`config.mk`:
```
export PLATFORM = sky130hd
export DESIGN_NAME = cpu_uart_receiver
export DESIGN_NICKNAME = d
export VERILOG_FILES = /design/src/rtl/cpu_uart_pkg.sv /design/src/rtl/cpu_uart_tick_gen.sv /design/src/rtl/cpu_uart_receiver.sv
export SDC_FILE = /design/constraint.sdc
export NUM_CORES = 1
export LEC_CHECK = 0
export ABC_AREA = 1
export CAP_MARGIN = 20
export CORE_ASPECT_RATIO = 1.5
export CORE_UTILIZATION = 35
export DETAILED_ROUTE_END_ITERATION = 10
export GPL_TIMING_DRIVEN = 0
export PLACE_DENSITY = 0.52
export SYNTH_ARGS = -nofsm -noshare
export SYNTH_HDL_FRONTEND = slang
export SYNTH_SLANG_ARGS = --single-unit
export TNS_END_PERCENT = 30
```
`constraint.sdc`:
```
create_clock -name clk -period 1.4 [get_ports clk]
set_input_delay 0.21 -clock clk [delete_from_list [all_inputs] [get_ports clk]]
set_output_delay 0.21 -clock clk [all_outputs]
set_load 0.005 [all_outputs]
```
`src/rtl/cpu_uart_pkg.sv`:
```
// Shared types and defaults for the CPU UART blocks.
package cpu_uart_pkg;

    typedef enum logic [2:0] {
        IDLE,
        START,
        DATA,
        STOP,
        WAIT_HIGH
    } rx_state_e;

    localparam int DEFAULT_CLK_DIV         = 163;
    localparam int DEFAULT_SAMPLES_PER_BIT = 64;
    localparam int UART_DATA_BITS          = 8;

endpackage

```
`src/rtl/cpu_uart_tick_gen.sv`:
```
// Sample-tick divider: one-clk tick every CLK_DIV clks, held at phase zero while clear is high.
module cpu_uart_tick_gen
    import cpu_uart_pkg::*;
#(
    parameter int CLK_DIV = DEFAULT_CLK_DIV
) (
    input  logic clk,
    input  logic reset,
    input  logic clear,
    output logic tick
);

    localparam int CW = (CLK_DIV > 1) ? $clog2(CLK_DIV) : 1;
    localparam logic [CW-1:0] LAST = CW'(CLK_DIV - 1);

    logic [CW-1:0] cnt_q, cnt_d;

    // NOTE: give every always_comb output a default first so no path leaves it unassigned (no latch).
    always_comb begin
        cnt_d = cnt_q + CW'(1);
        if (clear || (cnt_q == LAST)) begin
            cnt_d = '0;
        end
    end

    // NOTE: sequential state uses non-blocking assignments so every flop samples pre-edge values.
    always_ff @(posedge clk) begin
        if (!reset) begin
            cnt_q <= '0;
        end else begin
            cnt_q <= cnt_d;
        end
    end

    assign tick = !clear && (cnt_q == LAST);

endmodule

```
`src/rtl/cpu_uart_receiver.sv`:
```
// 8N1 LSB-first UART receiver for the CPU peripheral bus, oversampled off clk.
// Define CPU_UART_RX_MAJORITY_EN for a 2-of-3 vote on the start, data and stop decisions.
module cpu_uart_receiver
    import cpu_uart_pkg::*;
#(
    parameter int CLK_DIV         = DEFAULT_CLK_DIV,
    parameter int SAMPLES_PER_BIT = DEFAULT_SAMPLES_PER_BIT
) (
    input  logic                      clk,
    input  logic                      reset,
    input  logic                      UART_RX,
    output logic [UART_DATA_BITS-1:0] RX_DATA,
    output logic                      RX_STATUS,
    output logic                      RX_FERR,
    output logic                      RX_BUSY
);

    localparam int SCW = $clog2(SAMPLES_PER_BIT);
    localparam int BIW = $clog2(UART_DATA_BITS);
`ifdef CPU_UART_RX_MAJORITY_EN
    localparam int VOTE_DELAY = 1;
`else
    localparam int VOTE_DELAY = 0;
`endif
    // With voting every decision moves one tick later, so the third vote lands on the transition tick.
    localparam logic [SCW-1:0] START_PT = SCW'(SAMPLES_PER_BIT / 2 - 1 + VOTE_DELAY);
    localparam logic [SCW-1:0] BIT_PT   = SCW'(SAMPLES_PER_BIT - 1);

    rx_state_e                 state_q, state_d;
    logic [1:0]                sync_q, sync_d;
    logic [SCW-1:0]            sample_cnt_q, sample_cnt_d;
    logic [BIW-1:0]            bit_idx_q, bit_idx_d;
    logic [BIW:0]              bit_idx_nxt;
    logic [UART_DATA_BITS-1:0] shift_q, shift_d;
    logic [UART_DATA_BITS-1:0] rx_data_q, rx_data_d;
    logic                      rx_status_q, rx_status_d;
    logic                      rx_ferr_q, rx_ferr_d;
    logic                      rx_s, tick, sample_pt, bit_val, bits_done;

    cpu_uart_tick_gen #(.CLK_DIV(CLK_DIV)) u_tick_gen (
        .clk   (clk),
        .reset (reset),
        .clear (state_q == IDLE),
        .tick  (tick)
    );

    assign sync_d = {sync_q[0], UART_RX};
    assign rx_s   = sync_q[1];

`ifdef CPU_UART_RX_MAJORITY_EN
    logic [1:0] hist_q, hist_d;

    assign hist_d  = tick ? {hist_q[0], rx_s} : hist_q;
    assign bit_val = (rx_s & hist_q[0]) | (rx_s & hist_q[1]) | (hist_q[0] & hist_q[1]);

    always_ff @(posedge clk) begin
        if (!reset) begin
            hist_q <= 2'b11;
        end else begin
            hist_q <= hist_d;
        end
    end
`else
    assign bit_val = rx_s;
`endif

    assign sample_pt   = tick && (sample_cnt_q == ((state_q == START) ? START_PT : BIT_PT));
    assign bit_idx_nxt = {1'b0, bit_idx_q} + (BIW + 1)'(1);
    assign bits_done   = bit_idx_nxt[BIW];

    always_ff @(posedge clk) begin
        if (!reset) begin
            state_q      <= IDLE;
            sync_q       <= 2'b11;
            sample_cnt_q <= '0;
            bit_idx_q    <= '0;
            shift_q      <= '0;
            rx_data_q    <= '0;
            rx_status_q  <= 1'b0;
            rx_ferr_q    <= 1'b0;
        end else begin
            state_q      <= state_d;
            sync_q       <= sync_d;
            sample_cnt_q <= sample_cnt_d;
            bit_idx_q    <= bit_idx_d;
            shift_q      <= shift_d;
            rx_data_q    <= rx_data_d;
            rx_status_q  <= rx_status_d;
            rx_ferr_q    <= rx_ferr_d;
        end
    end

    always_comb begin
        state_d = state_q;
        case (state_q)
            IDLE:      if (!rx_s)                   state_d = START;
            START:     if (sample_pt)               state_d = bit_val ? IDLE : DATA;
            DATA:      if (sample_pt && bits_done)  state_d = STOP;
            STOP:      if (sample_pt)               state_d = bit_val ? IDLE : WAIT_HIGH;
            WAIT_HIGH: if (rx_s)                    state_d = IDLE;
            default:                                state_d = IDLE;
        endcase
    end

    always_comb begin
        sample_cnt_d = sample_cnt_q;
        bit_idx_d    = bit_idx_q;
        shift_d      = shift_q;
        rx_data_d    = rx_data_q;
        rx_status_d  = 1'b0;
        rx_ferr_d    = 1'b0;
        case (state_q)
            IDLE: begin
                sample_cnt_d = '0;
                bit_idx_d    = '0;
            end
            START, STOP: begin
                if (tick) sample_cnt_d = sample_pt ? '0 : sample_cnt_q + SCW'(1);
            end
            DATA: begin
                if (tick) sample_cnt_d = sample_pt ? '0 : sample_cnt_q + SCW'(1);
                if (sample_pt) begin
                    shift_d   = {bit_val, shift_q[UART_DATA_BITS-1:1]};
                    bit_idx_d = bit_idx_nxt[BIW-1:0];
                end
            end
            default: ;
        endcase
        if ((state_q == STOP) && sample_pt) begin
            if (bit_val) begin
                rx_data_d   = shift_q;
                rx_status_d = 1'b1;
            end else begin
                rx_ferr_d   = 1'b1;
            end
        end
    end

    assign RX_DATA   = rx_data_q;
    assign RX_STATUS = rx_status_q;
    assign RX_FERR   = rx_ferr_q;
    assign RX_BUSY   = (state_q != IDLE);

endmodule

```
# == After elaboration in Yosys (flattened, before gate mapping) ==
# Index checks and enable logic that the tools add are counted.
# word_totals
output_inout_bits,11
romBits,0
regBits,40
n_memories,0
latchBits,0
mem_bits_rw,0
# classes
multipliers,0
eq_ne,13
order_cmp,0
n_mux,16
n_div,0
n_addsub,3
shifts,0
n_reduce_logical,18
bitwise_logic,1
# ops
operator,n
3-bit 2-to-1 mux,7
6-bit 2-to-1 mux,3
3-bit one-hot mux with 5 select lines,1
2-bit != test (second input constant),6
6-bit one-hot mux with 2 select lines,1
2-bit AND reduction,5
8-bit by 1-bit adder with 8-bit output (second input constant),1
8-bit == test (second input constant),1
6-bit by 1-bit adder with 6-bit output (second input constant),1
3-bit by 2-bit == test with 1-bit output (second input constant),2
6-bit == test,1
3-bit one-hot mux with 2 select lines,1
5-bit AND reduction,1
3-bit by 1-bit adder with 4-bit output (second input constant),1
1-bit logical AND,4
2-bit nonzero test,2
3-bit by 1-bit == test with 1-bit output (second input constant),1
3-bit == test (second input constant),1
3-bit logical NOT,1
3-bit nonzero test,1
3-bit OR reduction,1
1-bit 2-to-1 mux,2
2-bit 2-to-1 mux,1
2-bit by 1-bit != test with 1-bit output (second input constant),1
other kinds (4),4

# == Depth between registers and ports, before layout ==
# Gate-level depths: netlist (run 1).
# depth
ltp_word,7
depth_mapped,12
ltp_nobuf,12

# == Modules after synthesis ==
# From an unflattened synthesis (run 1), not the netlist that was laid out.
# hier_totals
cells_unflattened,228
hier_area_um2,1774.2
# by_module_without_submodules
mod,area_each_um2,n_inst,cells_per_inst
cpu_uart_receiver,1348.8,1,171
cpu_uart_tick_gen,425.4,1,57

# == Least setup slack after synthesis (run 1) ==
# No wires, ideal clock.
# synth_path
kind,register to register
startpoint,register u_tick_gen.cnt_q[0]
endpoint,register bit_idx_q[1]
path_buffers,1
slack_ns,-0.074
t_required_ns,1.333
path_stages_with_launch,12
arrival_ns,1.407
setup_ns,0.067
period_less_slack_ns,1.474
path_cell_list,dfxtp_1 -> inv_1 -> ha_1 -> inv_1 -> nor2_1 -> nand2_1 -> nor2_4 -> nand3_4 -> nor2_4 -> buf_6 -> nand2_4 -> a21oi_2
# synth_via
elab_chain_len,5
# synth_rtl
element,line_no,rtl
start: declaration,cpu_uart_tick_gen.sv:16,"logic [CW-1:0] cnt_q, cnt_d;"
start signal: assignment,cpu_uart_tick_gen.sv:31,cnt_q <= cnt_d;
8-bit == test,cpu_uart_tick_gen.sv:35,assign tick = !clear && (cnt_q == LAST);
1-bit logical AND,cpu_uart_tick_gen.sv:35,
1-bit logical AND,cpu_uart_receiver.sv:67,assign sample_pt = tick && (sample_cnt_q == ((state_q == START) ? START_PT : BIT_PT));
2-bit != test (no source line),-,
2-bit AND reduction (no source line),-,
end signal: assignment,cpu_uart_receiver.sv:85,bit_idx_q <= bit_idx_d;
end: declaration,cpu_uart_receiver.sv:32,"logic [BIW-1:0] bit_idx_q, bit_idx_d;"
# No other way between the ends.
# A chain may end at the register's enable or synchronous reset.

# == Worst setup path after layout (run 1) ==
# layout_path
startpoint,register u_tick_gen.cnt_q[0]
endpoint,"register rx_data_q[3], in the netlist RX_DATA[3]"
# layout_via
elab_chain_len,5
# layout_rtl
element,line_no,rtl
8-bit == test,cpu_uart_tick_gen.sv:35,
1-bit logical AND,cpu_uart_tick_gen.sv:35,
1-bit logical AND,cpu_uart_receiver.sv:67,
1-bit logical AND,cpu_uart_receiver.sv:129,if ((state_q == STOP) && sample_pt) begin
2-bit AND reduction (no source line),-,
end signal: assignment,cpu_uart_receiver.sv:87,rx_data_q <= rx_data_d;
end: declaration,cpu_uart_receiver.sv:35,"logic [UART_DATA_BITS-1:0] rx_data_q, rx_data_d;"
# No other way between the ends.

==> metrics, run 1 <==
Multi-input gate area=892.1 um^2; Synth Area per Inst=7.855 um^2; Setup Viol. Count Final=27; mux cell area share after synthesis=0%; max_cap viols=0; root buf cell=clkbuf_8; initial core utilization=a little over a third; Synth area leaders=dfxtp_1 (46%), a21oi_1 (7.7%), nand2_1 (6.6%); pin count of the biggest net entering global routing=13; Final ANT Viol Nets=0; WS Path Type=reg -> reg; vias in the first global route=about 1400; Port Buffers=13; simple-gate share of the synthesized area=27.14%; Reg clk slew, reported paths=0.08 ns; WP data arrival=1.77 ns; Worst Path Buf+Inv=3; critical path depth=11; Leak=0.8268 nW; fmax=0.6460 GHz; initial antenna violation count=0; setup ws final=-0.1480 ns; post-synth cell types=29; CP top delay family=simple AND/OR/NAND/NOR gates; Fin Hold WS=0.4162 ns; #FFs+latches synth=40; first-pass GRT wire length=6.134 mm; H-tree levels=2; final hold vios=0; VDD IR max=560.0 uV; routed length per instance=11.38 um; Final #Nets=261; time the worst path needs with I/O delays and setup=1.548 ns; setup_tns=-2.810 ns; period utilization=110.6%; Worst Setup End Kind=flip-flop; CP Cell Sequence=inv_2, ha_4, inv_2, nor2_1, nand2_1, nor2_4, nand3_4, nor2_4, buf_6, o21ai_2, a21oi_1; Syn Std Cell Area=0.001752 mm^2; detailed placement HPWL=2.452 mm; clock sink total=40; Placer Congestion=0.7747; fin. max-slew vios=0; failing checks=setup timing; Max Root-Sink Buffers=2; Startpoint Class=flip-flop; FF-to-FF End=RX_DATA[3]; Pwr Total=2.216 mW; die area=0.005297 mm^2; largest family of logic cells by synthesized area=simple AND/OR/NAND/NOR gates; # diodes=0; via count=1513; worst slew margin relative to its limit=between 60% and 70%; pre-CTS WS=-0.2942 ns; Slowest cell on crit path=dfxtp_2; Worst path max stage delay=0.33 ns; min-delay worst type=reg -> reg; Synth Area in Compound Gates=between 10% and 20%; total gr overflow=0; Warnings, synthesis=0; chip height=88.65 um; area grow syn2layout=28.21%; IO Pins=14; Pwr per Cell Area=986.6 mW/mm^2; Crit Path Max Fanout=5; R2R Path Start=u_tick_gen.cnt_q[0]; Setup crit end=RX_DATA[3]; syn nets=230; RSZ-0062 raised after global routing=yes; clock skew=just under 0.01 ns; R2R cell count=11; Placeable Area=0.004810 mm^2; run status=finished with violations; CP Data Required Time=~1.6 ns; post-synth top area share=45.71%; Die Wd=approximately 60 um; synthesized-area fraction occupied by adder cells=approximately 2.9%; drt total wl=~3.7 mm; sequential element share of the synthesized area=45.71%; CTS Buf Count=5; register area=a little over 800 um^2; Finished Core Util=46.70%; worst slew pin tran=0.5394 ns; Remaining DRCs=0; row cnt=31; worst-skew pair later-pin latency=0.29 ns; Reg2Reg Setup Slack=-0.15 ns; TritonCTS clock tree=done; filler instances=527; layout cells sized above 1=approximately a quarter; Vias/cell=4.713; area leader, netlist=dfxtp_1; DRT iter0 DRCs=75; total track usage=between 10% and 20%; XOR/XNOR Fraction of Synth Area=1.500%; CP Launch Point=u_tick_gen.cnt_q[0]; Hold-fix buffers, CTS=0; Pre-antenna DRT Iters=4; post-synthesis instance total=around 220
-- timing repair --
action	4_1_cts	5_1_grt
cloned	1	1
buffers inserted	9	0
pin swaps	10	6
setup endpoints to repair	33	39
resized for setup	28	20
-- registers in the layout, indices dropped and copies added (netlist names), 2 cells and up --
name              cells
sync_q                2
state_q               3
bit_idx_q             3
RX_DATA               8
shift_q               8
sample_cnt_q          6
u_tick_gen.cnt_q      8
-- Yosys cell counts --
cell type  instances
inv_2              3
nand2_2            3
o21a_1             1
nor2_2             1
xor2_1             2
nand3_1           17
xnor2_1            1
ha_1               4
nand3_4            1
clkbuf_1           2
nor3_1             8
or2_0              1
nand2_4            2
nor4_1             1
nand4_1            4
buf_6              2
buf_2              1
o21ai_0           16
and2_1             1
or2_2              2
nor2_1            18
nand2_1           31
o21ai_2            1
nor2_4             4
o21ai_1            2
a21oi_2            2
inv_1             25
dfxtp_1           40
a21oi_1           27
-- layer usage --
metal,track usage [%],part of all wire [%],vias up
met3,3.070,3.2,5
li1,-,-,793
met1,18.30,44,691
met2,25.56,51,24
met4,5.708,1.3,0
met5,0,0,-
-- power breakdown --
part / total (mW) / switching (mW) / internal (mW)
clock network: 0.796 / 0.403 / 0.394
registers: 1.18 / 0.0253 / 1.16
logic: 0.239 / 0.154 / 0.0855
-- worst register-to-register path, stage by stage (launching register included) --
cell and delay [ns]:
dfxtp_2 0.33, inv_2 0.06, ha_4 0.12, inv_2 0.03, nor2_1 0.07, nand2_1 0.09, nor2_4 0.15, nand3_4 0.14
nor2_4 0.18, buf_6 0.16, o21ai_2 0.05, a21oi_1 0.11
-- through the flow --
stage | cells | instance area, um^2
4_1_cts | 320 | 2187
5_1_grt | 321 | 2246
3_5_place_dp | 302 | 1966
2_1_floorplan | 223 | 1753
6_report | 321 | 2246
3_3_place_gp | 302 | 1966
-- worst min-delay path by stage --
stage | startpoint | end | slack [ns] | cells after the start
finish | sync_q[0] | sync_q[1] | 0.42 | 1
global route | sync_q[0] | sync_q[1] | 0.44 | 1
CTS | sync_q[0] | sync_q[1] | 0.42 | 1
detailed placement | sync_q[0] | sync_q[1] | 0.40 | 1
global placement | sync_q[0] | sync_q[1] | 0.40 | 1
floorplan | UART_RX | sync_q[0] | 0.32 | 1
-- cell type report --
class | instances | area share [%]
Clock buffer | 6 | 3.677
Clock inverter | 2 | 0.4457
Buffer | 5 | 1.560
Multi-Input combinational cell | 150 | 39.72
Sequential cell | 40 | 36.38
Timing Repair Buffer | 24 | 9.861
Tap cell | 66 | 3.677
Inverter | 28 | 4.680
-- cells by family (layout without fill, tap and decap cells) --
| group | after synthesis | in the layout |
|---|---|---|
| compound gates | 49 | 49 |
| simple gates | 94 | 94 |
| xor+xnor | 3 | 3 |
| flops | 40 | 40 |
| fa+ha+maj | 4 | 4 |
| buf+inv | 33 | 65 |
-- cells in the final DEF (no fill, tap or decap), types with 3 or more instances in the layout --
| cell type | count |
|---|---|
| nand2_4 | 3 |
| dfxtp_2 | 4 |
| buf_6 | 6 |
| nand3_1 | 17 |
| buf_4 | 5 |
| inv_2 | 5 |
| clkbuf_8 | 6 |
| o21ai_1 | 9 |
| nand2_2 | 5 |
| inv_1 | 23 |
| nor2_4 | 4 |
| a21oi_1 | 25 |
| dfxtp_1 | 33 |
| a21oi_2 | 4 |
| o21ai_0 | 3 |
| nor2_1 | 17 |
| clkdlybuf4s50_1 | 12 |
| nor3_1 | 7 |
| buf_2 | 3 |
| dfxtp_4 | 3 |
| nand4_1 | 4 |
| nand2_1 | 28 |
| o21ai_2 | 7 |
Note: power is estimated with default switching activity, not from simulation.
==> run 2: changes to the inputs <==
--- a/config.mk
+++ b/config.mk
@@ -6,8 +6,10 @@
 export NUM_CORES = 1
 export LEC_CHECK = 0
 export ABC_AREA = 1
+export ABC_CLOCK_PERIOD_IN_PS = 1400
 export CAP_MARGIN = 20
 export CORE_ASPECT_RATIO = 1.5
+export CORE_MARGIN = 2
 export CORE_UTILIZATION = 35
 export DETAILED_ROUTE_END_ITERATION = 10
 export GPL_TIMING_DRIVEN = 0
==> run 2 against run 1 <==
The flow still finishes with violations (setup timing). Die area up 5.7%. Flip-flop and latch count unchanged. Clock skew up 0.0032 ns. Sequential power about the same. Critical endpoint is now RX_BUSY. Largest cell class unchanged.
==> metrics, run 2 (synthesized netlist as in run 1, its figures left out) <==
Remaining DRCs=0; WP data arrival=1.41 ns; initial core utilization=36.42%; fin. max-slew vios=0; drt total wl=about 3.7 mm; final hold vios=0; Die Wd=61.76 um; time the worst path needs with I/O delays and setup=1.621 ns; vias in the first global route=1430; Reg clk slew, reported paths=0.08 ns; worst slew pin tran=0.5097 ns; area grow syn2layout=25.50%; DRT iter0 DRCs=44; most frequent cells in the layout=dfxtp_1 (32), nand2_1 (31), a21oi_1 (25); internal power=1.634 mW; FF-to-FF End=shift_q[7]; period utilization=115.8%; Hold-fix buffers, CTS=0; max_cap viols=0; run status=finished with violations; final std cells w/o fill=between 300 and 400; Crit Path Max Fanout=7; R2R cell count=11; Leak=0.7997 nW; VDD IR max=between 400 and 500 uV; Setup crit end=RX_BUSY; Placeable Area=approximately 0.0048 mm^2; Pre-antenna DRT Iters=4; clock skew=0.01287 ns; Worst Setup End Kind=output pin; setup ws final=-0.2215 ns; setup_tns=-3.447 ns; CTS Buf Count=5; CP Data Required Time=roughly 1.2 ns; detailed placement HPWL=2.454 mm; fmax=between 0.6 and 0.7 GHz; die area=0.005598 mm^2; min-delay worst type=reg -> reg; CP Launch Point=state_q[0]; root buf cell=clkbuf_8; dpl cells=302; Final ANT Viol Nets=0; net switching power=around 0.57 mW; Vias/cell=4.755; Placer Congestion=between 0.7 and 0.8; Reg2Reg Setup Slack=-0.16 ns; Comb pwr share=10.0%; Final #Nets=roughly 260; first-pass GRT wire length=6.203 mm; clock share of power=36.4%; chip height=90.65 um; # diodes=0; Pwr Total=approximately 2.2 mW; Setup Viol. Count Final=36; Port Buffers=13; Max Root-Sink Buffers=2; Pwr per Cell Area=approximately 1000 mW/mm^2; routed length per instance=11.62 um; via count=roughly 1500; Sw Ratio=25.81%; worst slew margin relative to its limit=66.02%; commonest non-fill, non-tap cell in the layout=dfxtp_1; clock sink total=40; row cnt=31; RSZ-0062 raised after global routing=yes; WS Path Type=reg -> out; worst hold start=sync_q[0]; worst-skew pair later-pin latency=0.30 ns; layout cells sized above 1=23.41%; TritonCTS clock tree=done; Startpoint Class=flip-flop; total track usage=between 10% and 20%; initial antenna violation count=0; Hold Path Stages=1; H-tree levels=2; IO Pins=14; part of the power in registers=53.6%; total gr overflow=0; R2R Path Start=u_tick_gen.cnt_q[0]; failing checks=setup timing; pin count of the biggest net entering global routing=13
run 2: metal layers:
metal / vias to the layer above / routed length (um) / GRT usage (%)
li1: 788 / - / -
met1: 693 / 1621 / 16.77
met2: 23 / 1859 / 24.04
met4: 0 / 95 / 6.915
met5: - / 0 / 0
met3: 8 / 119 / 3.868
run 2: power by group through the flow:
| stage | clock network, mW | logic [mW] | registers (mW) |
|---|---|---|---|
| after floorplan | 0 | 0.150 | 1.20 |
| after global placement | 0 | 0.206 | 1.21 |
| after detailed placement | 0 | 0.206 | 1.21 |
| after CTS | 0.839 | 0.217 | 1.18 |
| after global routing | 0.872 | 0.253 | 1.18 |
| final | 0.801 | 0.220 | 1.18 |
run 2: what timing repair did:
action,in CTS,in global routing
endpoints found under the setup margin,31,40
gates cloned,2,0
resized for setup,23,10
pin swaps,10,7
hold endpoints to repair,0,0
setup buffers,6,0
run 2: area by class of cell:
| cell class | instances | area, um^2 |
|---|---|---|
| timing repair buffer | 21 | 197.7 |
| clock buffer | 7 | 86.33 |
| clock inverter | 1 | 7.507 |
| multi-input combinational | 150 | 873.3 |
| buffer | 5 | 35.03 |
| tap | 66 | 82.58 |
| inverter | 28 | 105.1 |
| sequential | 40 | 810.8 |
| fill | 538 | 2611 |
run 2: critical path: stages, from the launching register on:
cell	delay, ns
dfxtp_2	0.42
nor2_4	0.08
nand2_4	0.11
clkdlybuf4s50_1	0.51
run 2: worst min path at each step:
stage | end | slack (ns)
2_1_floorplan | sync_q[0] | 0.32
3_3_place_gp | sync_q[1] | 0.39
6_report | sync_q[1] | 0.42
4_1_cts | sync_q[1] | 0.42
5_1_grt | sync_q[1] | 0.44
3_5_place_dp | sync_q[1] | 0.40
run 2: per-stage QoR:
step / hold slack (ns) / setup slack [ns] / util, % / cell area, um^2
after floorplan: 0.3166 / -0.07177 / - / 1753
after global placement: 0.3942 / -0.3073 / 40.87 / 1966
after detailed placement: 0.3978 / -0.3144 / 40.87 / 1966
after CTS: 0.4185 / -0.2319 / 44.93 / 2161
after global routing: 0.4427 / -0.2909 / 45.71 / 2198
final: 0.4169 / -0.2215 / 45.71 / 2198
